File: src/rtl/router_pkg.sv
// Shared flit encoding, crossbar port indices and FSM state type for the mesh router.
package router_pkg;

    localparam logic [2:0] FLIT_HEAD   = 3'b001;
    localparam logic [2:0] FLIT_BODY   = 3'b010;
    localparam logic [2:0] FLIT_TAIL   = 3'b100;
    localparam logic [2:0] FLIT_SINGLE = 3'b011;

    localparam int PORT_L    = 0;
    localparam int PORT_N    = 1;
    localparam int PORT_S    = 2;
    localparam int PORT_E    = 3;
    localparam int PORT_W    = 4;
    localparam int NUM_PORTS = 5;

    typedef struct packed {
        logic [2:0] flit_type;
        logic [3:0] dest;
        logic [8:0] payload;
    } flit_t;

    typedef enum logic [1:0] {
        ST_IDLE = 2'd0,
        ST_REQ  = 2'd1,
        ST_SEND = 2'd2
    } state_t;

    function automatic logic is_head(input logic [2:0] t);
        return (t == FLIT_HEAD) || (t == FLIT_SINGLE);
    endfunction

    function automatic logic is_tail(input logic [2:0] t);
        return (t == FLIT_TAIL) || (t == FLIT_SINGLE);
    endfunction

endpackage

File: src/rtl/router_flit_fifo.sv
// First-word-fall-through flit buffer; push is ignored when full, pop is ignored when empty.
module router_flit_fifo #(
    parameter int WIDTH = 16,
    parameter int DEPTH = 4
) (
    input  logic             clk,
    input  logic             rst,
    input  logic             push,
    input  logic [WIDTH-1:0] push_data,
    input  logic             pop,
    output logic [WIDTH-1:0] front,
    output logic             full,
    output logic             empty
);

    localparam int AW = (DEPTH > 1) ? $clog2(DEPTH) : 1;
    localparam int CW = $clog2(DEPTH + 1);

    logic [WIDTH-1:0] mem [DEPTH];
    logic [AW-1:0]    wr_ptr;
    logic [AW-1:0]    rd_ptr;
    logic [CW-1:0]    count;
    logic             do_push;
    logic             do_pop;

    assign full    = (count == CW'(DEPTH));
    assign empty   = (count == '0);
    assign do_push = push && !full;
    assign do_pop  = pop && !empty;
    assign front   = mem[rd_ptr];

    always_ff @(posedge clk) begin
        if (do_push) begin
            mem[wr_ptr] <= push_data;
        end
    end

    // DEPTH is a power of two, so the pointers wrap naturally.
    always_ff @(posedge clk or negedge rst) begin
        if (!rst) begin
            wr_ptr <= '0;
            rd_ptr <= '0;
            count  <= '0;
        end else begin
            if (do_push) begin
                wr_ptr <= wr_ptr + AW'(1);
            end
            if (do_pop) begin
                rd_ptr <= rd_ptr + AW'(1);
            end
            case ({do_push, do_pop})
                2'b10:   count <= count + CW'(1);
                2'b01:   count <= count - CW'(1);
                default: count <= count;
            endcase
        end
    end

endmodule

File: src/rtl/router_local_input_port.sv
// Local injection port: buffers NI flits, XY-routes each packet and streams it to the crossbar.
// Optional PORT_STATS_EN adds pkt_count / drop_count statistics outputs.
module router_local_input_port
    import router_pkg::*;
#(
    parameter int         DEPTH       = 4,
    parameter logic [3:0] ROUTER_ADDR = 4'd0
) (
    input  logic                 clk,
    input  logic                 rst,
    input  logic                 in_req,
    input  logic [15:0]          in_data,
    output logic                 in_bussy,
    output logic [NUM_PORTS-1:0] out_req,
    input  logic                 out_grant,
    input  logic                 out_bussy,
    output logic                 out_valid,
    output logic [15:0]          out_data,
    output logic                 out_release,
    output logic                 drop_flit,
    output logic [1:0]           fsm_state
`ifdef PORT_STATS_EN
    ,
    output logic [15:0]          pkt_count,
    output logic [7:0]           drop_count
`endif
);

    // Handshakes: a flit enters on a rising edge with in_req=1 and in_bussy=0; a flit
    // leaves on an edge in SEND with the buffer non-empty and out_bussy=0, and is shown
    // on out_data/out_valid for the following cycle.

    state_t                 state;
    state_t                 state_d;
    flit_t                  front;
    logic                   fifo_full;
    logic                   fifo_empty;
    logic                   fifo_pop;
    logic                   send_pop;
    logic                   route_load;
    logic [NUM_PORTS-1:0]   route_d;
    logic [NUM_PORTS-1:0]   route_q;

    assign in_bussy  = fifo_full;
    assign fsm_state = state;

    router_flit_fifo #(
        .WIDTH (16),
        .DEPTH (DEPTH)
    ) u_fifo (
        .clk       (clk),
        .rst       (rst),
        .push      (in_req),
        .push_data (in_data),
        .pop       (fifo_pop),
        .front     (front),
        .full      (fifo_full),
        .empty     (fifo_empty)
    );

    // XY routing: resolve x first, then y; equal address ejects locally.
    always_comb begin
        route_d = '0;
        if (front.dest[1:0] > ROUTER_ADDR[1:0]) begin
            route_d[PORT_E] = 1'b1;
        end else if (front.dest[1:0] < ROUTER_ADDR[1:0]) begin
            route_d[PORT_W] = 1'b1;
        end else if (front.dest[3:2] > ROUTER_ADDR[3:2]) begin
            route_d[PORT_S] = 1'b1;
        end else if (front.dest[3:2] < ROUTER_ADDR[3:2]) begin
            route_d[PORT_N] = 1'b1;
        end else begin
            route_d[PORT_L] = 1'b1;
        end
    end

    always_comb begin
        state_d    = state;
        fifo_pop   = 1'b0;
        send_pop   = 1'b0;
        drop_flit  = 1'b0;
        route_load = 1'b0;
        case (state)
            ST_IDLE: begin
                if (!fifo_empty) begin
                    if (is_head(front.flit_type)) begin
                        route_load = 1'b1;
                        state_d    = ST_REQ;
                    end else begin
                        fifo_pop  = 1'b1;
                        drop_flit = 1'b1;
                    end
                end
            end
            ST_REQ: begin
                if (out_grant) begin
                    state_d = ST_SEND;
                end
            end
            ST_SEND: begin
                if (!fifo_empty && !out_bussy) begin
                    fifo_pop = 1'b1;
                    send_pop = 1'b1;
                    if (is_tail(front.flit_type)) begin
                        state_d = ST_IDLE;
                    end
                end
            end
            default: state_d = ST_IDLE;
        endcase
    end

    assign out_req = ((state == ST_REQ) || (state == ST_SEND)) ? route_q : '0;

    always_ff @(posedge clk or negedge rst) begin
        if (!rst) begin
            state       <= ST_IDLE;
            route_q     <= '0;
            out_valid   <= 1'b0;
            out_data    <= '0;
            out_release <= 1'b0;
        end else begin
            state       <= state_d;
            out_valid   <= send_pop;
            out_release <= send_pop && is_tail(front.flit_type);
            if (route_load) begin
                route_q <= route_d;
            end
            if (send_pop) begin
                out_data <= front;
            end
        end
    end

`ifdef PORT_STATS_EN
    always_ff @(posedge clk or negedge rst) begin
        if (!rst) begin
            pkt_count  <= '0;
            drop_count <= '0;
        end else begin
            if (out_release) begin
                pkt_count <= pkt_count + 16'd1;
            end
            if (drop_flit) begin
                drop_count <= drop_count + 8'd1;
            end
        end
    end
`else
    // Statistics disabled: no counters are built.
`endif

endmodule

File: config.mk
export PLATFORM = sky130hd
export DESIGN_NAME = router_local_input_port
export DESIGN_NICKNAME = d
export VERILOG_FILES = /design/src/rtl/router_pkg.sv /design/src/rtl/router_flit_fifo.sv /design/src/rtl/router_local_input_port.sv
export SDC_FILE = /design/constraint.sdc
export NUM_CORES = 1
export LEC_CHECK = 0
export BUFFER_PORTS_ARGS = -buffer_cell sky130_fd_sc_hd__buf_2
export CAP_MARGIN = 20
export CORE_UTILIZATION = 55
export CTS_CLUSTER_DIAMETER = 120
export DETAILED_ROUTE_END_ITERATION = 8
export PLACE_DENSITY_LB_ADDON = 0.15
export SLEW_MARGIN = 20
export SYNTH_ARGS = -nofsm -noshare
export SYNTH_HDL_FRONTEND = slang
export SYNTH_SLANG_ARGS = --single-unit
File: constraint.sdc
create_clock -name clk -period 6.13 [get_ports clk]
set_clock_uncertainty 0.15 [all_clocks]
set_input_delay 1.839 -clock clk [delete_from_list [all_inputs] [get_ports clk]]
set_output_delay 1.839 -clock clk [all_outputs]
set_load 0.02 [all_outputs]
# [Word-level counts from Yosys, hierarchy flattened]
# Memories as Yosys holds them, arrays and structs flattened.
# Index checks and enable logic that the tools add are counted.
[classes] reduce_logical=14 order_cmp=4 eq_ne=13 n_addsub=4 n_mux=28
[op_table] cell="two-way mux 1 bit" count=16
[op_table] cell="two-way mux 2 bit" count=6
[op_table] cell="!= test 2 bit, second input constant" count=5
[op_table] cell="equality test 3 bit, second input constant" count=2
[op_table] cell="two-way mux 3 bit" count=2
[op_table] cell="case mux 2 bit (3 select lines)" count=1
[op_table] cell="case mux 3 bit (2 select lines)" count=1
[op_table] cell="two-way mux 5 bit" count=1
[op_table] cell="AND reduction 5 bit" count=1
[op_table] cell="adder 2 x 1 -> 2 bit, second input constant" count=2
[op_table] cell="equality test 2 x 1 -> 1 bit, second input constant" count=2
[op_table] cell="equality test 2 bit, second input constant" count=2
[op_table] cell="> comparator 2 x 1 -> 1 bit, second input constant" count=2
[op_table] cell="logical AND 1 bit" count=4
[op_table] cell="< comparator 2 x 1 -> 1 bit, second input constant" count=2
[op_table] cell="adder 3 x 1 -> 3 bit, second input constant" count=1
[op_table] cell="equality test 3 x 1 -> 1 bit, second input constant" count=1
[op_table] cell="equality test 3 x 2 -> 1 bit, second input constant" count=1
[op_table] cell="zero test 1 bit" count=3
[op_table] cell="zero test 3 bit" count=1
[op_table] cell="logical OR 1 bit" count=3
[op_table] cell="subtractor 3 x 1 -> 3 bit, second input constant" count=1
[op_table] cell="zero test 2 bit" count=1
[op_table] cell="case mux 1 bit (2 select lines)" count=1
[op_table] cell="nonzero test 2 bit" count=1
[word_totals] input_bits=21 reg_bits=32 memories=1 ram_bits=64
[memory_table] name="u_fifo.mem" words=4 word_bits=16 rd=1 rd_ports_with_merged_regs=0 wr=1 line_no="router_flit_fifo.sv:19" rtl="logic [WIDTH-1:0] mem [DEPTH];"

# [Logic depth before layout (Yosys ltp)]
# Gate-level depths: netlist of the first run.
# An unclocked memory read counts as a cell.
[depth] depth_word=9 mapped_depth=11 depth_no_buf=10

# [Cells and area by module]
# Synthesis of the first run repeated with hierarchy kept, for this count alone.
[unflattened] hier_cells=199 area_unflattened_um2=3759.9
[by_module_without_submodules] module="router_flit_fifo" cells_per_inst=122 seq_area_each_um2=2097.0 area_each_um2=2737.6 instances=1
[by_module_without_submodules] module="router_local_input_port" cells_per_inst=77 seq_area_each_um2=575.6 area_each_um2=1022.2 instances=1

# [Worst setup path before layout of the first run]
# Ideal clock, no wire load.
[synth_timing] kind="input-to-reg" start="input port out_bussy" end="register u_fifo.count[2]" setup_time_ns=0.079 arrival_time_ns=3.556 slack_ns=2.345 required_ns=5.901 cell_stages=9 cell_sequence="nor3b_1 -> buf_1 -> o21bai_1 -> ha_1 -> inv_1 -> fa_1 -> xor2_1 -> nor2_1 -> xor2_1"
[synth_via] elab_chain_cells=7 elab_cells_between_ends=9 cone_classes="eq/ne (2); mux (3); reduce/logical (4)"
[synth_rtl] item="start, declared" line_no="router_local_input_port.sv:16" rtl="input logic out_bussy,"
[synth_rtl] item="zero test 1 bit *" line_no="router_local_input_port.sv:101" rtl="if (!fifo_empty && !out_bussy) begin"
[synth_rtl] item="logical AND 1 bit *" line_no="router_local_input_port.sv:101"
[synth_rtl] item="two-way mux 1 bit *" line_no="router_local_input_port.sv:101"
[synth_rtl] item="case mux 1 bit (2 select lines) *" line_no="router_local_input_port.sv:83" rtl="case (state)"
[synth_rtl] item="logical AND 1 bit *" line_no="router_flit_fifo.sv:29" rtl="assign do_pop = pop && !empty;"
[synth_rtl] item="via u_fifo.do_pop" line_no="router_flit_fifo.sv:24" rtl="logic do_pop;"
[synth_rtl] item="equality test 2 x 1 -> 1 bit or equality test 2 bit (tied branches)" line_no="router_flit_fifo.sv:51" rtl="case ({do_push, do_pop})"
[synth_rtl] item="case mux 3 bit (2 select lines) or nonzero test 2 bit (tied branches)"
[synth_rtl] item="end signal, assigned" line_no="router_flit_fifo.sv:52" rtl="2'b10: count <= count + CW'(1);"
[synth_rtl] item="end signal, assigned" line_no="router_flit_fifo.sv:53" rtl="2'b01: count <= count - CW'(1);"
[synth_rtl] item="end signal, assigned" line_no="router_flit_fifo.sv:54" rtl="default: count <= count;"
[synth_rtl] item="end, declared" line_no="router_flit_fifo.sv:22" rtl="logic [CW-1:0] count;"
# The timed path passes the listed nets; every way through them passes the cells marked *.
# A chain may end at the register's enable or synchronous reset.

# [Worst setup path in the final report of the first run]
[layout_timing] start="register u_fifo.rd_ptr[1]" end="output port drop_flit"
[layout_via] elab_chain_cells=6 elab_cells_between_ends=7 cone_classes="eq/ne (2); mux (3); reduce/logical (1); memory (1)"
[layout_rtl] item="start, declared" line_no="router_flit_fifo.sv:21" rtl="logic [AW-1:0] rd_ptr;"
[layout_rtl] item="start signal, assigned" line_no="router_flit_fifo.sv:49" rtl="rd_ptr <= rd_ptr + AW'(1);"
[layout_rtl] item="memory read (4 x 16 bit) *"
[layout_rtl] item="equality test 3 x 1 -> 1 bit or equality test 3 x 2 -> 1 bit (tied branches)" line_no="router_pkg.sv:29" rtl="return (t == FLIT_HEAD) || (t == FLIT_SINGLE);"
[layout_rtl] item="logical OR 1 bit *" line_no="router_pkg.sv:29"
[layout_rtl] item="two-way mux 1 bit *" line_no="router_local_input_port.sv:86" rtl="if (is_head(front.flit_type)) begin"
[layout_rtl] item="two-way mux 1 bit *" line_no="router_local_input_port.sv:85" rtl="if (!fifo_empty) begin"
[layout_rtl] item="two-way mux 1 bit *" line_no="router_local_input_port.sv:83"
[layout_rtl] item="end, declared" line_no="router_local_input_port.sv:20" rtl="output logic drop_flit,"
# Mark *: on every way between the ends. The rest lies on a longest branch, timed or not.

==> results of run 1 <==
[power by group through the flow]
stage | registers, mW | clock network (mW) | logic (mW)
final | 0.979 | 0.439 | 0.756
after floorplan | 1.01 | 0 | 0.533
after CTS | 0.983 | 0.447 | 0.771
after global routing | 1.00 | 0.472 | 0.829
after global placement | 0.991 | 0 | 0.756
after detailed placement | 0.998 | 0 | 0.764
[layer usage]
layer | global-route usage | part of all wire | wire length, µm | vias to the layer above
li1 | - | - | - | 867
met1 | 0.243 | 0.47 | 2760 | 940
met2 | 0.296 | 0.49 | 2900 | 44
met3 | 0.0535 | 0.033 | 195 | 8
met4 | 0.0709 | 0.014 | 82 | 0
met5 | 0 | 0 | 0 | -
[registers in the layout (all words and copies together), names as in the netlist]
| name | count |
|---|---|
| fsm_state | 2 |
| out_data | 16 |
| out_release | 1 |
| out_valid | 1 |
| route_q | 3 |
| u_fifo.count | 3 |
| u_fifo.mem | 64 |
| u_fifo.rd_ptr | 2 |
| u_fifo.wr_ptr | 2 |
[worst max-delay path: cells and delay by family, from the launching register on]
family / cells / cell delay, ns
buffers and inverters: 1 / 0.16
flip-flops: 1 / 0.85
multiplexers: 1 / 0.47
AND/OR/NAND/NOR: 2 / 0.28
[cell type report]
type / count / share of cell area
Clock buffer: 11 / 0.0306
Clock inverter: 5 / 0.0195
Inverter: 9 / 0.00787
Multi-Input combinational cell: 94 / 0.241
Sequential cell: 94 / 0.623
Tap cell: 77 / 0.0225
Timing Repair Buffer: 47 / 0.0560
[path summary, 6_finish.rpt]
path	slack (ns)	startpoint	cells after the start	end
max in group asynchronous	4.00	rst	1	out_data[0]
min in group asynchronous	1.36	rst	1	out_data[12]
worst max-delay path	2.03	u_fifo.rd_ptr[1]	4	drop_flit
worst min register to register	0.34	route_q[2]	2	route_q[2]
worst min-delay path	0.34	route_q[2]	2	route_q[2]
worst max register to register	3.11	u_fifo.rd_ptr[1]	9	u_fifo.count[2]
[cell usage in the layout, fill, tap and decap left out, drive strengths merged]
master    synthesis  final
conb              1      2
inv               9     10
and3              3      3
a21boi            1      1
mux4             16     16
o31ai             2      2
o32a              1      1
a21bo             1      1
and2              7      7
nor4bb            1      1
nor3              3      3
o21ai             3      3
or3               2      2
nand2             6      6
xor2              3      3
edfxtp           64     64
clkinvlp          0      2
fa                1      1
nor2              5      5
nor3b             1      1
a22oi             1      1
mux2             17     17
buf               6     47
o21bai            1      1
bufinv            0      2
nand3             1      1
nor2b             4      4
clkbuf            3     11
dfrtp            30     30
ha                9      9
xnor2             3      3
[cell families after synthesis]
group	synth area share
compound gates	0.0228
fa+ha+maj	0.0351
flops	0.707
mux	0.146
simple gates	0.0520
xor+xnor	0.0139
other cells	0.000992
buf+inv	0.0225
[through the flow]
stage | utilization | cell area (µm²) | cells
2_1_floorplan | - | 3780 | 206
4_1_cts | 0.661 | 4290 | 337
3_3_place_gp | 0.627 | 4080 | 321
3_5_place_dp | 0.627 | 4080 | 321
6_report | 0.661 | 4290 | 337
5_1_grt | 0.661 | 4290 | 337
==> flow_metrics.env, run 1 <==
export IMPL_status="complete, but fails checks"
export IMPL_violations="design-rule violations"
export IMPL_drt_vias_per_instance=5.52
export IMPL_clockBufferDepth=2
export IMPL_initial_core_util=0.582
export IMPL_nets=286
export IMPL_p_clk_frac=0.202
export IMPL_period_needed_ns=4.10
export IMPL_place_congestion=0.716
export IMPL_ys_warn_count=0
export IMPL_period_share=0.668
export IMPL_p_per_area_nw_per_um2=507
export IMPL_htreeDepth=3
export IMPL_drive_above_1_share=0.385
export IMPL_routed_wl_mm=5.94
export IMPL_dp_hpwl_mm=3.92
export IMPL_holdBufCountCts=0
export IMPL_grt_overflow_total=0
export IMPL_dp_slack_ns=2.19
export IMPL_synth_most_common_cell="edfxtp_1"
export IMPL_antenna_found_initial=0
export IMPL_finalPower_mw=2.17
export IMPL_ir_worst_vdd_uv=255
export IMPL_rows=29
export IMPL_synth_cell_types=36
export IMPL_grt_pass1_vias=1859
export IMPL_cts_buffers=9
export IMPL_synth_edf_count=64
export IMPL_drc=5
export IMPL_crit_slowest_cell="dfrtp_1"
export IMPL_postRouteAntennaNets=0
export IMPL_grt_max_degree=31
export IMPL_die_area_um2=7210
export IMPL_rsz0062_at_grt="no"
export IMPL_post_cts_setup_buffer_count=0
export IMPL_grtUsageTotal=0.185
export IMPL_whs_ns=0.337
export IMPL_area_growth_pct=13.5
export IMPL_worst_pin_slew_ns=0.858
export IMPL_drt_pass1_iterations=6
export IMPL_fillers=449
export IMPL_clk_pin_slew_worst_paths_ns=0.09
export IMPL_yosys_top_cells_area="edfxtp_1 (51%), dfrtp_1 (20%), mux4_2 (9.5%), mux2_2 (5.1%), ha_1 (3.0%)"
export IMPL_grt_first_pass_wirelength_mm=9.54
export IMPL_worstPathRequired_ns=4.14
export IMPL_cts_sinks=94
export IMPL_synthTopCellsByCount="edfxtp_1 (64), dfrtp_1 (30), mux2_2 (17)"
export IMPL_ys_ff_latch=94
export IMPL_pwr_share_comb=0.348
export IMPL_core_area_um2=6490
export IMPL_p_int_mw=1.45
export IMPL_yosys_area_top_type="edfxtp_1"
export IMPL_seqCellArea_um2=2670
export IMPL_swShare=0.333
export IMPL_hold_viol_final=0
export IMPL_io_buffers=45
export IMPL_timing_final_ws_setup_ns=2.03
export IMPL_async_reset_ff_frac=0.319
export IMPL_num_vias=1859
export IMPL_critPathArrivalTime_ns=2.11
export IMPL_slew_headroom=0.428
export IMPL_drt_wirelength_per_cell_um=17.6
export IMPL_netlist_instances=205
export IMPL_seq_area_frac_synth=0.707
export IMPL_crit_fanout=17
export IMPL_drtIter0Drc=147
export IMPL_root_buffer="clkbuf_8"
export IMPL_synth_flop_cell="edfxtp_1"
export IMPL_multiInputGateArea_um2=1030
export IMPL_cts_repair_resize_count=0
export IMPL_die_w_um=84.9
export IMPL_holdCritPathClass="flop to flop"
export IMPL_syn_area_um2=3780
export IMPL_p_seq_frac=0.450
export IMPL_cap_violations=0
export IMPL_crit_type="flop to primary output"
export IMPL_worst_setup_path_start_kind="flop"
export IMPL_syn_area_per_cell_um2=18.4
export IMPL_fp_dieH_um=84.9
export IMPL_power_switching_mw=0.724
export IMPL_fmax_mhz=244
export IMPL_p_leak_nw=1.68
export IMPL_slowest_delay_ns=0.85
export IMPL_clock_latency_ns=0.36
export IMPL_diodes=0
export IMPL_synth_top_cell_area_share=0.508
export IMPL_worstPathCellList="mux4_2, nor2b_4, nor2_1, buf_2"
export IMPL_cts_tree="built"
export IMPL_tns_ns=0
export IMPL_io_pins=48
export IMPL_slew_violations=0
export IMPL_critPathCaptureType="primary output"
export IMPL_setup_violations_final=0
Note: power is estimated with default switching activity, not from simulation.
==> run 2, diff against run 1 <==
clock period = 4.05 ns   (was 6.13 ns; I/O delays follow)
==> flow_metrics.env, run 2 (synthesis results as in run 1) <==
export IMPL_drt_wirelength_per_cell_um=17.8
export IMPL_worst_pin_slew_ns=0.839
export IMPL_rsz0062_at_grt="no"
export IMPL_fillers=475
export IMPL_worstPathRequired_ns=2.68
export IMPL_die_area_um2=7210
export IMPL_p_per_area_nw_per_um2=763
export IMPL_drt_pass1_iterations=7
export IMPL_holdCritPathClass="flop to flop"
export IMPL_largest_register_ffs=64
export IMPL_post_dp_cell_area_um2=4090
export IMPL_reg_top3="u_fifo.mem (64), out_data (16)"
export IMPL_crit_fanout=8
export IMPL_grt_pass1_vias=1966
export IMPL_rows=29
export IMPL_worst_path_buf_inv=1
export IMPL_status="complete, but fails checks"
export IMPL_place_congestion=0.715
export IMPL_cts_tree="built"
export IMPL_clock_latency_ns=0.36
export IMPL_crit_slowest_cell="dfrtp_1"
export IMPL_fin_area_um2=4290
export IMPL_critPathTopFamily="flip-flops"
export IMPL_drc=5
export IMPL_clockBufferDepth=2
export IMPL_num_vias=1870
export IMPL_slowest_delay_ns=0.65
export IMPL_io_pins=48
export IMPL_die_w_um=84.9
export IMPL_multiInputGateArea_um2=1030
export IMPL_tns_ns=0
export IMPL_routed_wl_mm=6.05
export IMPL_cts_buffers=9
export IMPL_slew_headroom=0.441
export IMPL_htreeDepth=3
export IMPL_layout_commonest_cell="edfxtp_1"
export IMPL_worst_setup_path_start_kind="flop"
export IMPL_seqCellArea_um2=2670
export IMPL_cts_sinks=94
export IMPL_slew_violations=0
export IMPL_drt_vias_per_instance=5.52
export IMPL_core_area_um2=6490
export IMPL_cap_violations=0
export IMPL_ir_worst_vdd_uv=334
export IMPL_antenna_found_initial=0
export IMPL_grtUsageTotal=0.192
export IMPL_grt_overflow_total=0
export IMPL_period_needed_ns=3.44
export IMPL_clk_pin_slew_worst_paths_ns=0.09
export IMPL_layout_common_cells="edfxtp_1 (64), buf_2 (45), dfrtp_1 (30), mux2_2 (17), mux4_2 (16)"
export IMPL_period_share=0.850
export IMPL_area_growth_pct=13.5
export IMPL_finalPower_mw=3.28
export IMPL_fp_dieH_um=84.9
export IMPL_grt_max_degree=31
export IMPL_cts_repair_resize_count=0
export IMPL_postRouteAntennaNets=0
export IMPL_holdBufCountCts=0
export IMPL_worstPathCellList="mux4_2, nor2b_4, nor2_1, buf_2"
export IMPL_dp_hpwl_mm=4.00
export IMPL_fmax_mhz=290
export IMPL_diodes=0
export IMPL_p_leak_nw=1.68
export IMPL_post_cts_setup_buffer_count=0
export IMPL_largest_register="u_fifo.mem"
export IMPL_nets=288
export IMPL_grt_first_pass_wirelength_mm=9.98
export IMPL_critPathArrivalTime_ns=2.08
export IMPL_crit_type="flop to primary output"
export IMPL_io_buffers=45
export IMPL_root_buffer="clkbuf_8"
export IMPL_initial_core_util=0.582
export IMPL_drtIter0Drc=132
export IMPL_whs_ns=0.350
export IMPL_hold_viol_final=0
export IMPL_drive_above_1_share=0.397
export IMPL_setup_violations_final=0
export IMPL_violations="design-rule violations"
export IMPL_critPathCaptureType="primary output"
run 2: cell types whose count changed in the layout (fill, tap and decap cells not counted):
cell and delta:
buf_4 +2, bufinv_16 -1, clkbuf_1 -2, clkinv_2 +1, inv_6 +1, inv_8 +1
run 2: final cells by class:
| cell class | instances | share of cell area |
|---|---|---|
| sequential | 94 | 0.623 |
| multi-input combinational | 94 | 0.240 |
| timing repair buffer | 49 | 0.0595 |
| clock buffer | 9 | 0.0289 |
| tap | 77 | 0.0224 |
| clock inverter | 7 | 0.0184 |
| inverter | 9 | 0.00787 |
run 2: metal layers:
metal	up-vias	share of wire	wire length, µm	track usage
li1	869	-	-	-
met1	949	0.46	2800	0.259
met2	45	0.49	2970	0.311
met3	7	0.031	189	0.0438
met4	0	0.014	85	0.0740
met5	-	0	0	0
run 2: path summary, 6_finish.rpt:
| kind | slack, ns | endpoint | from | depth (start not counted) |
|---|---|---|---|---|
| worst max-delay path | 0.61 | drop_flit | u_fifo.rd_ptr[0] | 4 |
| worst min-delay path | 0.35 | route_q[2] | route_q[2] | 2 |
| worst max register to register | 1.00 | u_fifo.count[2] | u_fifo.rd_ptr[0] | 9 |
| worst min register to register | 0.35 | route_q[2] | route_q[2] | 2 |
| max in group asynchronous | 2.52 | u_fifo.rd_ptr[1] | rst | 1 |
| min in group asynchronous | 0.75 | out_data[9] | rst | 1 |
run 2: worst reg2reg max path, cell delays in order (launching register included):
cell and delay (ns):
dfrtp_1 0.65, mux4_2 0.62, nor2b_4 0.18, o21bai_1 0.30, ha_1 0.24, inv_1 0.06, fa_1 0.38, xor2_1 0.15
nor2_1 0.11, xor2_1 0.15
run 2: through the flow:
step | cells | utilization | setup WS (ns)
after floorplan | 206 | - | 0.889
after global placement | 323 | 0.630 | 1.03
after detailed placement | 323 | 0.630 | 0.975
after CTS | 339 | 0.661 | 0.583
after global routing | 339 | 0.661 | 0.492
final | 339 | 0.661 | 0.607
run 2: where the power goes:
part	internal (mW)	leakage (nW)	switching [mW]	total, mW
logic	0.541	0.634	0.654	1.19
clock network	0.293	0.0982	0.333	0.626
registers	1.32	0.951	0.140	1.46
==> run 3, diff against run 2 <==
CTS_BUF_LIST = sky130_fd_sc_hd__clkbuf_2 sky130_fd_sc_hd__clkbuf_4 sky130_fd_sc_hd__clkbuf_8   (was unset)
clock period = 3.3 ns   (was 4.05 ns; I/O delays follow)
==> flow_metrics.env, run 3 (synthesis results as in run 1) <==
export IMPL_post_cts_setup_buffer_count=0
export IMPL_fmax_mhz=342
export IMPL_area_growth_pct=14.5
export IMPL_rows=29
export IMPL_holdCritStartpoint="route_q[2]"
export IMPL_ir_worst_vdd_uv=440
export IMPL_multiInputGateArea_um2=1030
export IMPL_cts_repair_resize_count=0
export IMPL_worst_pin_slew_ns=0.729
export IMPL_routed_wl_mm=5.85
export IMPL_cts_sinks=94
export IMPL_fillers=455
export IMPL_slowest_delay_ns=0.40
export IMPL_crit_type="flop to primary output"
export IMPL_grt_max_degree=31
export IMPL_place_congestion=0.716
export IMPL_worstPathCellList="buf_4, mux4_2, nor2b_4, nor2_1, buf_2"
export IMPL_violations="design-rule violations"
export IMPL_io_buffers=45
export IMPL_r2r_start="u_fifo.rd_ptr[0]"
export IMPL_critPathArrivalTime_ns=1.79
export IMPL_seqCellArea_um2=2670
export IMPL_finalPower_mw=4.05
export IMPL_htreeDepth=3
export IMPL_die_area_um2=7210
export IMPL_holdCritPathClass="flop to flop"
export IMPL_io_pins=48
export IMPL_drt_vias_per_instance=5.49
export IMPL_critPathLaunch="u_fifo.rd_ptr[1]"
export IMPL_drt_wirelength_per_cell_um=17.1
export IMPL_grt_first_pass_wirelength_mm=9.48
export IMPL_grt_pass1_vias=1849
export IMPL_period_needed_ns=2.93
export IMPL_fp_dieH_um=84.9
export IMPL_slew_violations=0
export IMPL_root_buffer="clkbuf_8"
export IMPL_setup_violations_final=0
export IMPL_largest_register_ffs=64
export IMPL_core_area_um2=6490
export IMPL_layout_common_cells="edfxtp_1 (64), buf_2 (45), dfrtp_1 (30), mux2_2 (17), mux4_2 (16)"
export IMPL_clk_pin_slew_worst_paths_ns=0.08
export IMPL_layout_commonest_cell="edfxtp_1"
export IMPL_die_w_um=84.9
export IMPL_reg_top3="u_fifo.mem (64), out_data (16)"
export IMPL_status="complete, but fails checks"
export IMPL_drc=5
export IMPL_crit_fanout=16
export IMPL_whs_ns=0.337
export IMPL_nets=291
export IMPL_dp_hpwl_mm=3.92
export IMPL_tns_ns=0
export IMPL_clock_latency_ns=0.34
export IMPL_cts_tree="built"
export IMPL_period_share=0.887
export IMPL_p_per_area_nw_per_um2=935
export IMPL_grt_overflow_total=0
export IMPL_cts_buffers=9
export IMPL_crit_slowest_cell="mux4_2"
export IMPL_drive_above_1_share=0.396
export IMPL_hold_viol_final=0
export IMPL_initial_core_util=0.582
export IMPL_worstPathRequired_ns=2.16
export IMPL_cap_violations=0
export IMPL_grtUsageTotal=0.184
export IMPL_num_vias=1879
export IMPL_postRouteAntennaNets=0
export IMPL_critPathCaptureType="primary output"
export IMPL_drt_pass1_iterations=8
export IMPL_holdBufCountCts=0
export IMPL_rsz0062_at_grt="no"
export IMPL_diodes=0
export IMPL_worst_setup_path_start_kind="flop"
export IMPL_antenna_found_initial=0
export IMPL_drtIter0Drc=116
export IMPL_final_core_util=0.667
export IMPL_slew_headroom=0.514
export IMPL_clockBufferDepth=2
export IMPL_p_leak_nw=1.71
export IMPL_largest_register="u_fifo.mem"
==> run 3: cell types whose count changed in the layout (fill, tap and decap cells not counted) <==
cell / change
buf_4: +3
clkinv_1: +2
clkinvlp_4: -2
bufinv_16: +1
clkbuf_4: +1
clkinv_2: -1
clkinv_4: +1
inv_6: -1
inv_8: -1
==> run 3: final timing paths <==
| check | endpoint | slack [ns] | cells past startpoint |
|---|---|---|---|
| max in group asynchronous | u_fifo.rd_ptr[0] | 1.99 | 1 |
| worst min register to register | route_q[2] | 0.34 | 2 |
| worst min-delay path | route_q[2] | 0.34 | 2 |
| worst max-delay path | drop_flit | 0.37 | 5 |
| worst max register to register | u_fifo.count[2] | 0.57 | 9 |
| min in group asynchronous | out_data[11] | 0.55 | 1 |
==> run 3: worst max-delay path: cells and delay by family (launching register included) <==
family / cells / cell delay [ns]
flip-flops: 1 / 0.36
multiplexers: 1 / 0.40
buffers and inverters: 2 / 0.42
AND/OR/NAND/NOR: 2 / 0.27
==> run 3: final cells by class <==
type	instances	area share
clock buffer	10	0.0303
clock inverter	6	0.0197
inverter	9	0.00780
multi-input combinational	94	0.238
sequential	94	0.617
tap	77	0.0223
timing repair buffer	52	0.0642
==> run 3: per-layer routing <==
metal  share of wire  global-route usage  routed length, µm
met5               0                   0                  0
met2            0.48               0.285               2820
met4          0.0068              0.0508                 40
met3           0.037              0.0593                214
met1            0.47               0.257               2780
==> run 3: stage by stage <==
step | area [µm²] | setup slack, ns | std cells
6_report | 4330 | 0.372 | 342
5_1_grt | 4330 | 0.265 | 342
4_1_cts | 4330 | 0.355 | 342
3_5_place_dp | 4110 | 0.501 | 326
3_3_place_gp | 4110 | 0.528 | 326
2_1_floorplan | 3780 | 0.364 | 206
==> run 3: report_power, final <==
| group | internal, mW | total (mW) | switching, mW |
|---|---|---|---|
| clock | 0.434 | 0.805 | 0.371 |
| sequential | 1.61 | 1.75 | 0.140 |
| combinational | 0.669 | 1.49 | 0.821 |
| total | 2.72 | 4.05 | 1.33 |
